## src/rtl/except_ctrl.sv

```systemverilog
// Exception/interrupt arbiter for the MEM stage: picks the highest-priority cause, hands it to CP0
// in the take cycle, then holds a registered flush and redirect PC for FLUSH_CYCLES cycles.
module except_ctrl #(
    parameter logic [31:0] EXC_VECTOR   = 32'h00000040,
    parameter int unsigned FLUSH_CYCLES = 2
) (
    input  logic        clk,
    input  logic        reset,
    input  logic        mem_valid,
    input  logic [31:0] mem_pc,
    input  logic        mem_in_delay_slot,
    input  logic        exc_syscall,
    input  logic        exc_ri,
    input  logic        exc_ov,
    input  logic        exc_tr,
    input  logic        exc_eret,
    input  logic        time_int_i,
    input  logic [31:0] cp0_status_i,
    input  logic [31:0] cp0_cause_i,
    input  logic [31:0] cp0_epc_i,
    input  logic        wb_cp0_we,
    input  logic [4:0]  wb_cp0_waddr,
    input  logic [31:0] wb_cp0_data,
    input  logic        stall_i,
    output logic [31:0] excepttype_o,
    output logic [31:0] cp0_pc_o,
    output logic        cp0_in_delay_o,
    output logic        flush_o,
    output logic [31:0] new_pc_o,
    output logic        busy_o
);

    typedef enum logic {
        IDLE  = 1'b0,
        FLUSH = 1'b1
    } state_t;

    localparam logic [4:0] CODE_NONE = 5'h00;
    localparam logic [4:0] CODE_INT  = 5'h01;
    localparam logic [4:0] CODE_SYS  = 5'h09;
    localparam logic [4:0] CODE_RI   = 5'h0a;
    localparam logic [4:0] CODE_OV   = 5'h0b;
    localparam logic [4:0] CODE_TR   = 5'h0c;
    localparam logic [4:0] CODE_ERET = 5'h0d;
    localparam logic [3:0] CNT_INIT  = 4'(FLUSH_CYCLES - 1);

    state_t      state, state_nxt;
    logic [3:0]  cnt, cnt_nxt;
    logic        exl_shadow;
    logic [31:0] new_pc_q;

    logic [31:0] eff_status, eff_cause, eff_epc;
    logic [7:0]  pend_ip;
    logic        int_req;
    logic [4:0]  code;
    logic        take;
    logic        is_eret;
    logic        unused_bits;

    // An MTC0 still in WB has not reached CP0 yet, so its data wins over the stale register value.
    assign eff_status = (wb_cp0_we && wb_cp0_waddr == 5'd12) ? wb_cp0_data : cp0_status_i;
    assign eff_cause  = (wb_cp0_we && wb_cp0_waddr == 5'd13) ? wb_cp0_data : cp0_cause_i;
    assign eff_epc    = (wb_cp0_we && wb_cp0_waddr == 5'd14) ? wb_cp0_data : cp0_epc_i;

    assign pend_ip = eff_cause[15:8] | {time_int_i, 7'b0};
    assign int_req = (|(pend_ip & eff_status[15:8])) && eff_status[0] && !eff_status[1]
                     && !exl_shadow;

    always_comb begin
        code = CODE_NONE;
        if (int_req)          code = CODE_INT;
        else if (exc_ri)      code = CODE_RI;
        else if (exc_ov)      code = CODE_OV;
        else if (exc_tr)      code = CODE_TR;
        else if (exc_syscall) code = CODE_SYS;
        else if (exc_eret)    code = CODE_ERET;
    end

    assign take    = !reset && (state == IDLE) && mem_valid && !stall_i && (code != CODE_NONE);
    assign is_eret = (code == CODE_ERET);

    // CP0 commits on the take edge, so these are deliberately combinational.
    assign excepttype_o   = take ? {27'b0, code} : 32'b0;
    assign cp0_pc_o       = take ? mem_pc : 32'b0;
    assign cp0_in_delay_o = take && mem_in_delay_slot;

    always_comb begin
        state_nxt = state;
        cnt_nxt   = cnt;
        case (state)
            IDLE: begin
                if (take) begin
                    state_nxt = FLUSH;
                    cnt_nxt   = CNT_INIT;
                end
            end
            FLUSH: begin
                if (cnt == 4'd0) state_nxt = IDLE;
                else             cnt_nxt   = cnt - 4'd1;
            end
            default: state_nxt = IDLE;
        endcase
    end

    always_ff @(posedge clk) begin
        if (reset) begin
            state      <= IDLE;
            cnt        <= 4'd0;
            exl_shadow <= 1'b0;
            new_pc_q   <= 32'b0;
        end else begin
            state <= state_nxt;
            cnt   <= cnt_nxt;
            if (take) begin
                exl_shadow <= !is_eret;
                new_pc_q   <= is_eret ? eff_epc : EXC_VECTOR;
            end
        end
    end

    assign flush_o  = (state == FLUSH);
    assign busy_o   = (state != IDLE);
    assign new_pc_o = new_pc_q;

    assign unused_bits = ^{eff_status[31:16], eff_status[7:2], eff_cause[31:16], eff_cause[7:0]};

endmodule
```

## config.mk

```make
export PLATFORM = sky130hd
export DESIGN_NAME = except_ctrl
export DESIGN_NICKNAME = d
export VERILOG_FILES = /design/src/rtl/except_ctrl.sv
export SDC_FILE = /design/constraint.sdc
export NUM_CORES = 1
export LEC_CHECK = 0
export BUFFER_PORTS_ARGS = -buffer_cell sky130_fd_sc_hd__buf_2
export CAP_MARGIN = 10
export CORE_AREA = 2 2 108 110
export CTS_BUF_LIST = sky130_fd_sc_hd__clkbuf_16
export DETAILED_ROUTE_END_ITERATION = 8
export DIE_AREA = 0 0 110 112
export PLACE_DENSITY = 0.67
export SYNTH_ARGS = -nofsm -noshare
export SYNTH_HDL_FRONTEND = slang
export SYNTH_SLANG_ARGS = --single-unit
```

## constraint.sdc

```tcl
create_clock -name clk -period 1.9 [get_ports clk]
set_input_delay 0.285 -clock clk [delete_from_list [all_inputs] [get_ports clk]]
set_output_delay 0.285 -clock clk [all_outputs]
set_load 0.03 [all_outputs]
```

==> results.md, run 1 <==
* CP endpoint kind: output pin
* Clk root buf: clkbuf_16
* ANT cells at 0
* Commonest register cell after synthesis: dfxtp_1
* Final Hold Fails at 0
* Critical Path RT at between 1.5 and 2 ns
* Fillers at around 1,000
* DR WL/cell at approximately 16 um
* Die width at 110 um
* Register area at between 700 and 800 sq um
* Die Height at 112 um
* Initial core utilization at between 20% and 30%
* Async set-reset flop share out of synthesis at 0%
* Total length of routed wires at between 10 and 15 mm
* Total global-route track usage at around 15%
* CP Launch Type: input port
* Total CTS buffers at 5
* Synth-to-Final Area Change at 103%
* Drt via density at between 4 and 5
* Seq cells post-synth at 38
* Final setup viols at 69
* Worst Clk Skew at around 0.0064 ns
* CTS tree: done
* DRT Pass-1 Iters at 4
* Vias after detailed routing at around 3,000
* # port buffers at 201
* Fmax achieved at 437 MHz
* RSZ-0062 raised after global routing: true
* Layout cells sized above 1 at a little under 70%
* Synth Cell Area at roughly 2600 sq um
* Multi-input logic area at slightly below 2000 sq um
* Slew Viols, Final at 0
* GRT overflow at 0
* Final min period at 2.29 ns
* Initial DRC count at 74
* Worst Setup Slack, final at -0.386 ns
* CTS Sinks at 38
* Initial antenna violation count at 0
* Post-Synthesis Cells at about 260
* Avg Cell Area, Syn at between 9 and 10 sq um
* Max Cap Viol at 0
* Number of synthesized flops with an enable pin at 0
* Post-CTS Hold Buffers at 0
* Max FO, Critical Path at 5
* Row cnt at 39
* Detailed Place HPWL at a little under 8 mm
* Most frequent cells in the layout: buf_2, buf_6, buf_4
* Final Net Count at approximately 700
* Vias in the first global route at just under 3,000
* Clock buffer depth at 2
* Design Area, Final at 5190 sq um
* Commonest non-fill, non-tap cell in the layout: buf_2
* Post-route DRC violation count at 0
* Fin crit share at 120%
* Later-pin clock latency in the skew report at 0.28 ns
* PD cells at ~460 nW/um^2
* Worst-path clk slew at around 0.060 ns
* Detail Route Antenna Nets at 0
* Maximum VDD drop at around 0.00034 V
* Routability cong. at 0.819
* Outcome: finished with violations
* Static leakage at 2.43 nW
* Global-route wire length before repair at about 15 mm
* WP data arrival at about 2 ns
* R2r setup slk at 0.02 ns
* Hold crit path type: in2reg
* Full die area at between 10,000 and 15,000 sq um
* Worst Reg-to-Reg Cells at 7
* Io pins at 276
* DP Area at 3990 sq um
* Failing checks: setup timing
* Distinct cells, synth at 57
* Total chip power at 2.41 mW
* H-tree depth at 2
* Hold Path Stages at 3
* Largest net degree at the start of global routing at 17
* Sequential cell area fraction in the yosys report at 29.7%
* Core ar. at between 10,000 and 15,000 sq um
* YS warnings at 0
* WS Path Type: in2out
## report_power, final
group | total, mW | switching (mW) | internal, mW
combinational | 0.672 | 0.356 | 0.316
sequential | 0.811 | 0.00472 | 0.807
clock | 0.929 | 0.315 | 0.614
## through the flow
stage                     util, %  cells  hold WS, ns  setup slack, ns  TNS, ns
final                        46.5    670        0.274           -0.386   -19.03
after global routing         46.5    670        0.283           -0.458   -25.78
after global placement       35.7    635        0.442           -0.563   -34.14
after detailed placement     35.7    635        0.446           -0.643   -36.43
after floorplan                 -    291        0.460           -0.153    -3.97
after CTS                    41.0    658        0.269           -0.437   -17.27
## state kept, by name (all words and copies together), names as in the netlist
register    cells
exl_shadow      1
busy_o          1
new_pc_o       32
cnt             4
## final timing paths
| check | end | startpoint |
|---|---|---|
| setup reg to reg | new_pc_o[24]$_SDFFE_PP0P_ | busy_o$_SDFF_PP0_ |
| hold reg to reg | new_pc_o[11]$_SDFFE_PP0P_ | new_pc_o[11]$_SDFFE_PP0P_ |
| setup / recovery | excepttype_o[0] | wb_cp0_waddr[0] |
| hold / removal | new_pc_o[14]$_SDFFE_PP0P_ | cp0_epc_i[14] |
## worst max-delay path, stage by stage
cell and delay (ns):
buf_6 0.09, and4b_4 0.32, and3_4 0.18, o22ai_1 0.08, a32o_2 0.28, buf_6 0.12, a31o_4 0.23, a21oi_4 0.14
and2_4 0.16, buf_6 0.12
## cell type report
class / instances / area share (%)
timing repair buffer: 273 / 40.2
multi-input combinational: 203 / 38.1
sequential: 38 / 14.7
tap: 143 / 3.44
clock buffer: 5 / 2.41
clock inverter: 3 / 0.795
inverter: 5 / 0.361
## layer usage
| metal | up-vias | part of all wire (%) | track usage [%] |
|---|---|---|---|
| met2 | 165 | 54 | 29.2 |
| met4 | 0 | 0.48 | 2.78 |
| met3 | 4 | 7.6 | 2.34 |
| met5 | - | 0 | 0 |
| li1 | 1474 | - | - |
| met1 | 1434 | 38 | 17.4 |
## cell families (layout without fill, tap and decap cells)
kind of cell    count (synthesis)  in the layout  share of synthesized area [%]
other cells                     1             28                          0.147
fa+ha+maj                       1              1                          0.489
mux                            32             32                           12.6
xor+xnor                        1              1                          0.343
flops                          38             38                           29.7
buf+inv                        51            286                           14.0
simple gates                   79             79                           20.3
compound gates                 61             62                           22.4
## cell usage after synthesis (2+ instances only)
| library cell | instances | area share [%] |
|---|---|---|
| o21ai_0 | 2 | 0.39 |
| o22ai_1 | 2 | 0.49 |
| buf_6 | 5 | 2.2 |
| nand3_1 | 5 | 0.98 |
| dfxtp_1 | 38 | 30 |
| nand4b_1 | 2 | 0.69 |
| o2bb2ai_2 | 5 | 2.9 |
| and3_1 | 29 | 7.1 |
| a21oi_4 | 2 | 1.3 |
| inv_1 | 5 | 0.73 |
| a222oi_1 | 2 | 0.78 |
| a21oi_1 | 2 | 0.39 |
| buf_4 | 30 | 8.8 |
| nor4b_1 | 2 | 0.69 |
| o2bb2ai_1 | 26 | 8.9 |
| mux2i_1 | 31 | 12 |
| clkbuf_1 | 9 | 1.3 |
| and3_2 | 5 | 1.5 |
| a22oi_1 | 5 | 1.5 |
| nor2b_1 | 3 | 0.73 |
| nand2_1 | 6 | 0.88 |
| nor2_1 | 12 | 1.8 |
| a31oi_1 | 2 | 0.49 |
## timing repair
action | in CTS | in global routing
cloned | 4 | 5
gates resized for setup | 71 | 82
setup endpoints to repair | 69 | 74
pin swaps | 12 | 30
buffers inserted | 12 | 9
No activity file was read; power rests on OpenSTA's default activity.
==> run 2, diff against run 1 <==
CELL_PAD_IN_SITES_DETAIL_PLACEMENT = 0   (was unset)
CELL_PAD_IN_SITES_GLOBAL_PLACEMENT = 1   (was unset)
CORE_AREA = unset   (was 2 2 108 110)
CORE_UTILIZATION = 21   (was unset)
DIE_AREA = unset   (was 0 0 110 112)
PLACE_DENSITY = 0.86   (was 0.67)
==> run 2 against run 1 <==
Core utilization fell by 3.6 points. Die area grew 2.5%. Final cell count is 0.90% lower. Flip-flop and latch count did not move. The run still ends with setup timing left. Setup slack got worse by 0.0017 ns. Non-clock buffer count fell by 6. Critical endpoint is now cp0_pc_o[20]. Critical path type unchanged. Power fell by 5.7%. Critical path depth did not move. Via count down 1.3%. Highest routed layer unchanged. Cell area is 3.8% lower. Clock skew decreased by 0.0021 ns.
==> results.md, run 2 (synthesized netlist as in run 1, its figures left out) <==
* Sw frac at 29.6% (was 28.0%)
* CP endpoint kind: output pin (unchanged)
* Worst Reg-to-Reg Cells at 6 (was 7)
* Largest register FFs at 32 (unchanged)
* Die Height at 112 um (about the same)
* Slew Viols, Final at 0 (unchanged)
* Detail Route Antenna Nets at 0 (unchanged)
* Full die area at 12,600 sq um (was 12,300 sq um)
* Largest net degree at the start of global routing at 35 (was 17)
* Worst Clk Skew at 0.00425 ns (was 0.00638 ns)
* Synth-to-Final Area Change at 95.4% (was 103%)
* GRT overflow at 0 (unchanged)
* DR WL/cell at 17.1 um (was 15.9 um)
* CP Launch Type: input port (unchanged)
* Clk pwr share at 34.6% (was 38.5%)
* Design Area, Final at 5000 sq um (was 5190 sq um)
* Sequential share of power at 35.7% (was 33.6%)
* Total length of routed wires at 11.3 mm (was 10.7 mm)
* FF-to-FF End: new_pc_o[5]$_SDFFE_PP0P_ (was new_pc_o[24]$_SDFFE_PP0P_)
* Register area at 762 sq um (unchanged)
* Crit-path max cell delay at 0.34 ns (was 0.32 ns)
* RSZ-0062 raised after global routing: true (unchanged)
* Slowest cell on crit path: and4b_4 (unchanged)
* Final setup viols at 70 (was 69)
* Fmax achieved at 437 MHz (about the same)
* Placed cell count at 627 (was 635)
* DRT Pass-1 Iters at 4 (unchanged)
* Critical Path RT at 1.62 ns (about the same)
* Max Cap Viol at 0 (unchanged)
* Final Net Count at 698 (was 704)
* CTS Sinks at 38 (unchanged)
* Global-route wire length before repair at 15.2 mm (was 14.5 mm)
* Outcome: finished with violations (unchanged)
* Dpl ws at -0.610 ns (was -0.643 ns)
* Worst-path clk slew at 0.06 ns (about the same)
* Commonest non-fill, non-tap cell in the layout: buf_2 (unchanged)
* Static leakage at 2.34 nW (was 2.43 nW)
* DP Area at 3950 sq um (was 3990 sq um)
* Row cnt at 39 (unchanged)
* Post-route DRC violation count at 0 (unchanged)
* Final Hold Fails at 0 (unchanged)
* Clock buffer depth at 2 (unchanged)
* Combinational Power Share at 29.7% (was 27.9%)
* ANT cells at 0 (unchanged)
* Hold crit path type: in2reg (unchanged)
* Cell Count, Final, Fillers Out at 664 (was 670)
* Layout cells sized above 1 at 66.6% (was 69.6%)
* Total global-route track usage at 15.5% (was 15.2%)
* Die width at 112 um (was 110 um)
* WP data arrival at 2.00 ns (about the same)
* Worst Setup Slack, final at -0.388 ns (was -0.386 ns)
* Initial antenna violation count at 0 (unchanged)
* Total CTS buffers at 5 (unchanged)
* Crit path capture: cp0_pc_o[20] (was excepttype_o[0])
* Vias after detailed routing at 3,038 (was 3,077)
* CTS tree: done (unchanged)
* Detailed Place HPWL at 7.61 mm (was 7.73 mm)
* Initial core utilization at 21.9% (was 22.9%)
* Max FO, Critical Path at 8 (was 5)
* CP Launch Point: wb_cp0_waddr[0] (unchanged)
* Setup TNS at -15.19 ns (was -19.03 ns)
* Drt via density at 4.58 (was 4.59)
* Final min period at 2.29 ns (about the same)
* Routability cong. at 0.867 (was 0.819)
* R2r setup slk at 0.17 ns (was 0.02 ns)
* Worst R2R Start: busy_o$_SDFF_PP0_ (unchanged)
* P_sw at 672 uW (was 675 uW)
* Total chip power at 2.27 mW (was 2.41 mW)
* Initial DRC count at 80 (was 74)
* Later-pin clock latency in the skew report at 0.28 ns (about the same)
* PD cells at 455 nW/um^2 (was 464 nW/um^2)
* Maximum VDD drop at 0.000382 V (was 0.000338 V)
* Fillers at 1,104 (was 1,016)
* Critical-path cell list: buf_6 -> and4b_4 -> buf_12 -> nand4b_1 -> a21o_1 -> a21oi_4 -> buf_12 -> clkbuf_16 -> and3_4 -> buf_6 (was buf_6 -> and4b_4 -> and3_4 -> o22ai_1 -> a32o_2 -> buf_6 -> a31o_4 -> a21oi_4 -> and2_4 -> buf_6)
* Fin crit share at 120% (about the same)
* Clk root buf: clkbuf_16 (unchanged)
* # port buffers at 201 (unchanged)
* Io pins at 276 (unchanged)
* Core ar. at 11,700 sq um (was 11,200 sq um)
* Multi-input logic area at 1850 sq um (was 1980 sq um)
* Vias in the first global route at 2,994 (was 2,927)
* H-tree depth at 2 (unchanged)
* Failing checks: setup timing (unchanged)
* Most frequent cells in the layout: buf_2, buf_6, buf_4 (unchanged)
* Int Power at 1.60 mW (was 1.74 mW)
* WS Path Type: in2out (unchanged)
[run 2: cell types whose count changed in the layout (fill, tap and decap cells not counted), sizes merged]
| cell | change |
|---|---|
| bufbuf | -1 |
| buf | -8 |
| bufinv | -1 |
| clkbuf | +3 |
| clkinv | +2 |
| clkinvlp | -1 |
[run 2: worst min path at each step]
| stage | from | end | cells past startpoint |
|---|---|---|---|
| 4_1_cts | cp0_epc_i[29] | new_pc_o[29]$_SDFFE_PP0P_ | 3 |
| 3_3_place_gp | new_pc_o[2]$_SDFFE_PP0P_ | new_pc_o[2]$_SDFFE_PP0P_ | 1 |
| 5_1_grt | wb_cp0_data[16] | new_pc_o[16]$_SDFFE_PP0P_ | 3 |
| 6_report | cp0_epc_i[14] | new_pc_o[14]$_SDFFE_PP0P_ | 3 |
| 2_1_floorplan | cp0_epc_i[0] | new_pc_o[0]$_SDFFE_PP0P_ | 2 |
| 3_5_place_dp | new_pc_o[20]$_SDFFE_PP0P_ | new_pc_o[20]$_SDFFE_PP0P_ | 1 |
[run 2: final cells by class]
class / instances / share of cell area, %
repair buffers: 267 / 41.1
clock inverters: 3 / 0.250
flip-flops and latches: 38 / 15.2
inverters: 5 / 0.376
multi-input cells: 203 / 37.0
clock buffers: 5 / 2.50
well taps: 143 / 3.58
[run 2: power by group through the flow]
| stage | Combinational (mW) | Clock (mW) | Sequential [mW] |
|---|---|---|---|
| 2_1_floorplan | 0.332 | 0 | 0.838 |
| 3_3_place_gp | 0.540 | 0 | 0.828 |
| 3_5_place_dp | 0.546 | 0 | 0.828 |
| 4_1_cts | 0.613 | 0.811 | 0.811 |
| 5_1_grt | 0.720 | 0.839 | 0.812 |
| 6_report | 0.676 | 0.788 | 0.811 |
[run 2: what timing repair did]
action	in CTS	in global routing
gates resized for setup	105	25
cloned	4	11
endpoints found under the setup margin	68	71
hold buffers	0	0
pin swaps	22	37
setup buffers	9	6
[run 2: routing by layer]
metal / share of wire (%) / vias up / GRT usage, %
li1: - / 1455 / -
met2: 52 / 175 / 28.9
met1: 40 / 1391 / 17.4
met5: 0 / - / 0
met3: 5.2 / 17 / 2.21
met4: 3.2 / 0 / 6.93
[run 2: worst max-delay path, delay by kind of cell]
family                 cells  cell delay (ns)
buffers and inverters      5             0.64
AO/OA/AOI/OAI              2             0.45
AND/OR/NAND/NOR            3             0.62
[run 2: metrics by stage]
step           util (%)  hold WS (ns)
2_1_floorplan         -         0.460
3_3_place_gp       33.9         0.439
3_5_place_dp       33.9         0.445
4_1_cts            39.5         0.269
5_1_grt            42.8         0.284
6_report           42.8         0.274
==> run 3, diff against run 2 <==
CORE_MARGIN = 1.5   (was unset)
CORE_UTILIZATION = 23   (was 21)
PLACE_DENSITY = 0.9   (was 0.86)
SKIP_LAST_GASP = 1   (was unset)
clock period = 2.63 ns   (was 1.9 ns; I/O delays follow)
==> run 3 against run 2 <==
The flow now finishes without violations. Setup slack better by 0.48 ns. Final cell count down 8.7%. Global-route usage shrank 1.6 points. Clock power shrank 26%. Die area decreased by 6.8%. Sequential power fell by 28%. Critical path type unchanged. Critical endpoint is now excepttype_o[0].
==> results.md, run 3 (synthesized netlist as in run 1, its figures left out) <==
* Dpl ws at 0.0613 ns (was -0.610 ns)
* WL met1 at 3.49 mm (was 4.51 mm)
* Row cnt at 38 (was 39)
* Fillers at 1,141 (was 1,104)
* Fmax achieved at a little under 400 MHz
* CP Launch Type: input port (unchanged)
* # port buffers at 201 (unchanged)
* Initial antenna violation count at 0 (unchanged)
* Detail Route Antenna Nets at 0 (unchanged)
* Fin crit share at between 90% and 100%
* Routed met3 length at 721 um (was 595 um)
* Core ar. at 10,800 sq um (was 11,700 sq um)
* Total length of routed wires at 8.49 mm (was 11.3 mm)
* H-tree depth at 2 (unchanged)
* Clock buffer depth at 2 (unchanged)
* Routability cong. at 0.894 (was 0.867)
* Outcome: complete, no violations (was finished with violations)
* CTS Sinks at 38 (unchanged)
* Placed cell count at 599 (was 627)
* Drt via density at 4.51 (was 4.58)
* Design Area, Final at 3790 sq um (was 5000 sq um)
* Postcts setup bufs at 0 (was 9)
* Slew Viols, Final at 0 (unchanged)
* DRT Pass-1 Iters at 4 (unchanged)
* Largest register FFs at 32 (unchanged)
* Final setup viols at 0 (was 70)
* Vias in the first global route at 2,576 (was 2,994)
* DR WL/cell at 14.0 um (was 17.1 um)
* Register area at 761 sq um (was 762 sq um)
* Vias after detailed routing at 2,736 (was 3,038)
* Post-CTS resize count at 0 (was 105)
* Max Cap Viol at 0 (unchanged)
* Most frequent cells in the layout: buf_2, dfxtp_1, mux2i_1 (was buf_2, buf_6, buf_4)
* GRT overflow at 0 (unchanged)
* Io pins at 276 (unchanged)
* DP Area at 3650 sq um (was 3950 sq um)
* Setup TNS at 0 ns (was -15.19 ns)
* Total CTS buffers at 5 (unchanged)
* Post-CTS Hold Buffers at 0 (unchanged)
* Multi-input logic area at 1540 sq um (was 1850 sq um)
* Layout cells sized above 1 at 53.4% (was 66.6%)
* Max FO, Critical Path at 5 (was 8)
* Global-route wire length before repair at 12.7 mm (was 15.2 mm)
* Final Net Count at 644 (was 698)
* WP data arrival at 2.15 ns (was 2.00 ns)
* Uppermost routed layer: met4 (unchanged)
* Largest net degree at the start of global routing at 37 (was 35)
* Final min period at approximately 2.5 ns
* Initial DRC count at 115 (was 80)
* Static leakage at 1.97 nW (was 2.34 nW)
* Critical Path RT at 2.24 ns (was 1.62 ns)
* Total chip power at 1.53 mW (was 2.27 mW)
* Post-route DRC violation count at 0 (unchanged)
* Hold crit path type: in2reg (unchanged)
* Initial core utilization at 23.6% (was 21.9%)
* Commonest non-fill, non-tap cell in the layout: buf_2 (unchanged)
* Final Hold Fails at 0 (unchanged)
* Worst-path clk slew at 0.06 ns (about the same)
* Later-pin clock latency in the skew report at 0.28 ns (about the same)
* Cell Count, Final, Fillers Out at 606 (was 664)
* Met2 WL at 4.14 mm (was 5.88 mm)
* CTS tree: done (unchanged)
* Die width at 108 um (was 112 um)
* Fin Hold WS at 0.374 ns (was 0.274 ns)
* Maximum VDD drop at 0.000261 V (was 0.000382 V)
* Total global-route track usage at 13.8% (was 15.5%)
* RSZ-0062 raised after global routing: false (was true)
* Clk root buf: clkbuf_16 (unchanged)
* Final design utilization at 35.0% (was 42.8%)
* Synth-to-Final Area Change at 48.2% (was 95.4%)
* ANT cells at 0 (unchanged)
* Die Height at 108 um (was 112 um)
* Worst Setup Slack, final at 0.0900 ns (was -0.388 ns)
* PD cells at 403 nW/um^2 (was 455 nW/um^2)
* Detailed Place HPWL at 6.87 mm (was 7.61 mm)
* CP endpoint kind: output pin (unchanged)
* Full die area at 11,800 sq um (was 12,600 sq um)
* Worst Clk Skew at 0.00712 ns (was 0.00425 ns)
* WS Path Type: in2out (unchanged)
-- run 3: changes by cell type in the layout (fill, tap and decap cells not counted), moves of 8 or more --
cell	change
buf_6	-48
and3_1	+29
buf_4	-30
buf_2	+39
and3_4	-34
clkbuf_16	-8
-- run 3: critical path, stage by stage --
cell	delay [ns]
buf_2	0.10
and4b_4	0.34
and3_4	0.19
o22ai_1	0.09
a32o_2	0.29
a31o_4	0.26
a21oi_4	0.16
and2_1	0.15
buf_4	0.16
-- run 3: routing by layer --
layer / up-vias / GRT usage (%)
met5: - / 0
met2: 171 / 25.4
met4: 0 / 4.51
met1: 1216 / 16.0
met3: 10 / 2.71
li1: 1339 / -
-- run 3: final timing paths --
check / depth (start not counted) / end / slack, ns / startpoint
worst max-delay path: 9 / excepttype_o[0] / 0.09 / wb_cp0_waddr[0]
worst min-delay path: 3 / new_pc_o[5]$_SDFFE_PP0P_ / 0.37 / cp0_epc_i[5]
worst max register to register: 6 / new_pc_o[13]$_SDFFE_PP0P_ / 0.74 / busy_o$_SDFF_PP0_
worst min register to register: 1 / new_pc_o[28]$_SDFFE_PP0P_ / 0.46 / new_pc_o[28]$_SDFFE_PP0P_
-- run 3: cell type report --
| cell class | instances | area share [%] |
|---|---|---|
| clock inverters | 2 | 0.396 |
| multi-input cells | 202 | 40.6 |
| inverters | 5 | 0.495 |
| well taps | 140 | 4.62 |
| clock buffers | 5 | 3.30 |
| repair buffers | 214 | 30.5 |
| flip-flops and latches | 38 | 20.1 |
-- run 3: power breakdown --
part	leakage, nW	total [mW]	internal (mW)	switching (mW)
Clock	0.0619	0.582	0.346	0.237
Combinational	1.60	0.358	0.146	0.212
Sequential	0.307	0.586	0.583	0.00318
Total	1.97	1.53	1.07	0.452
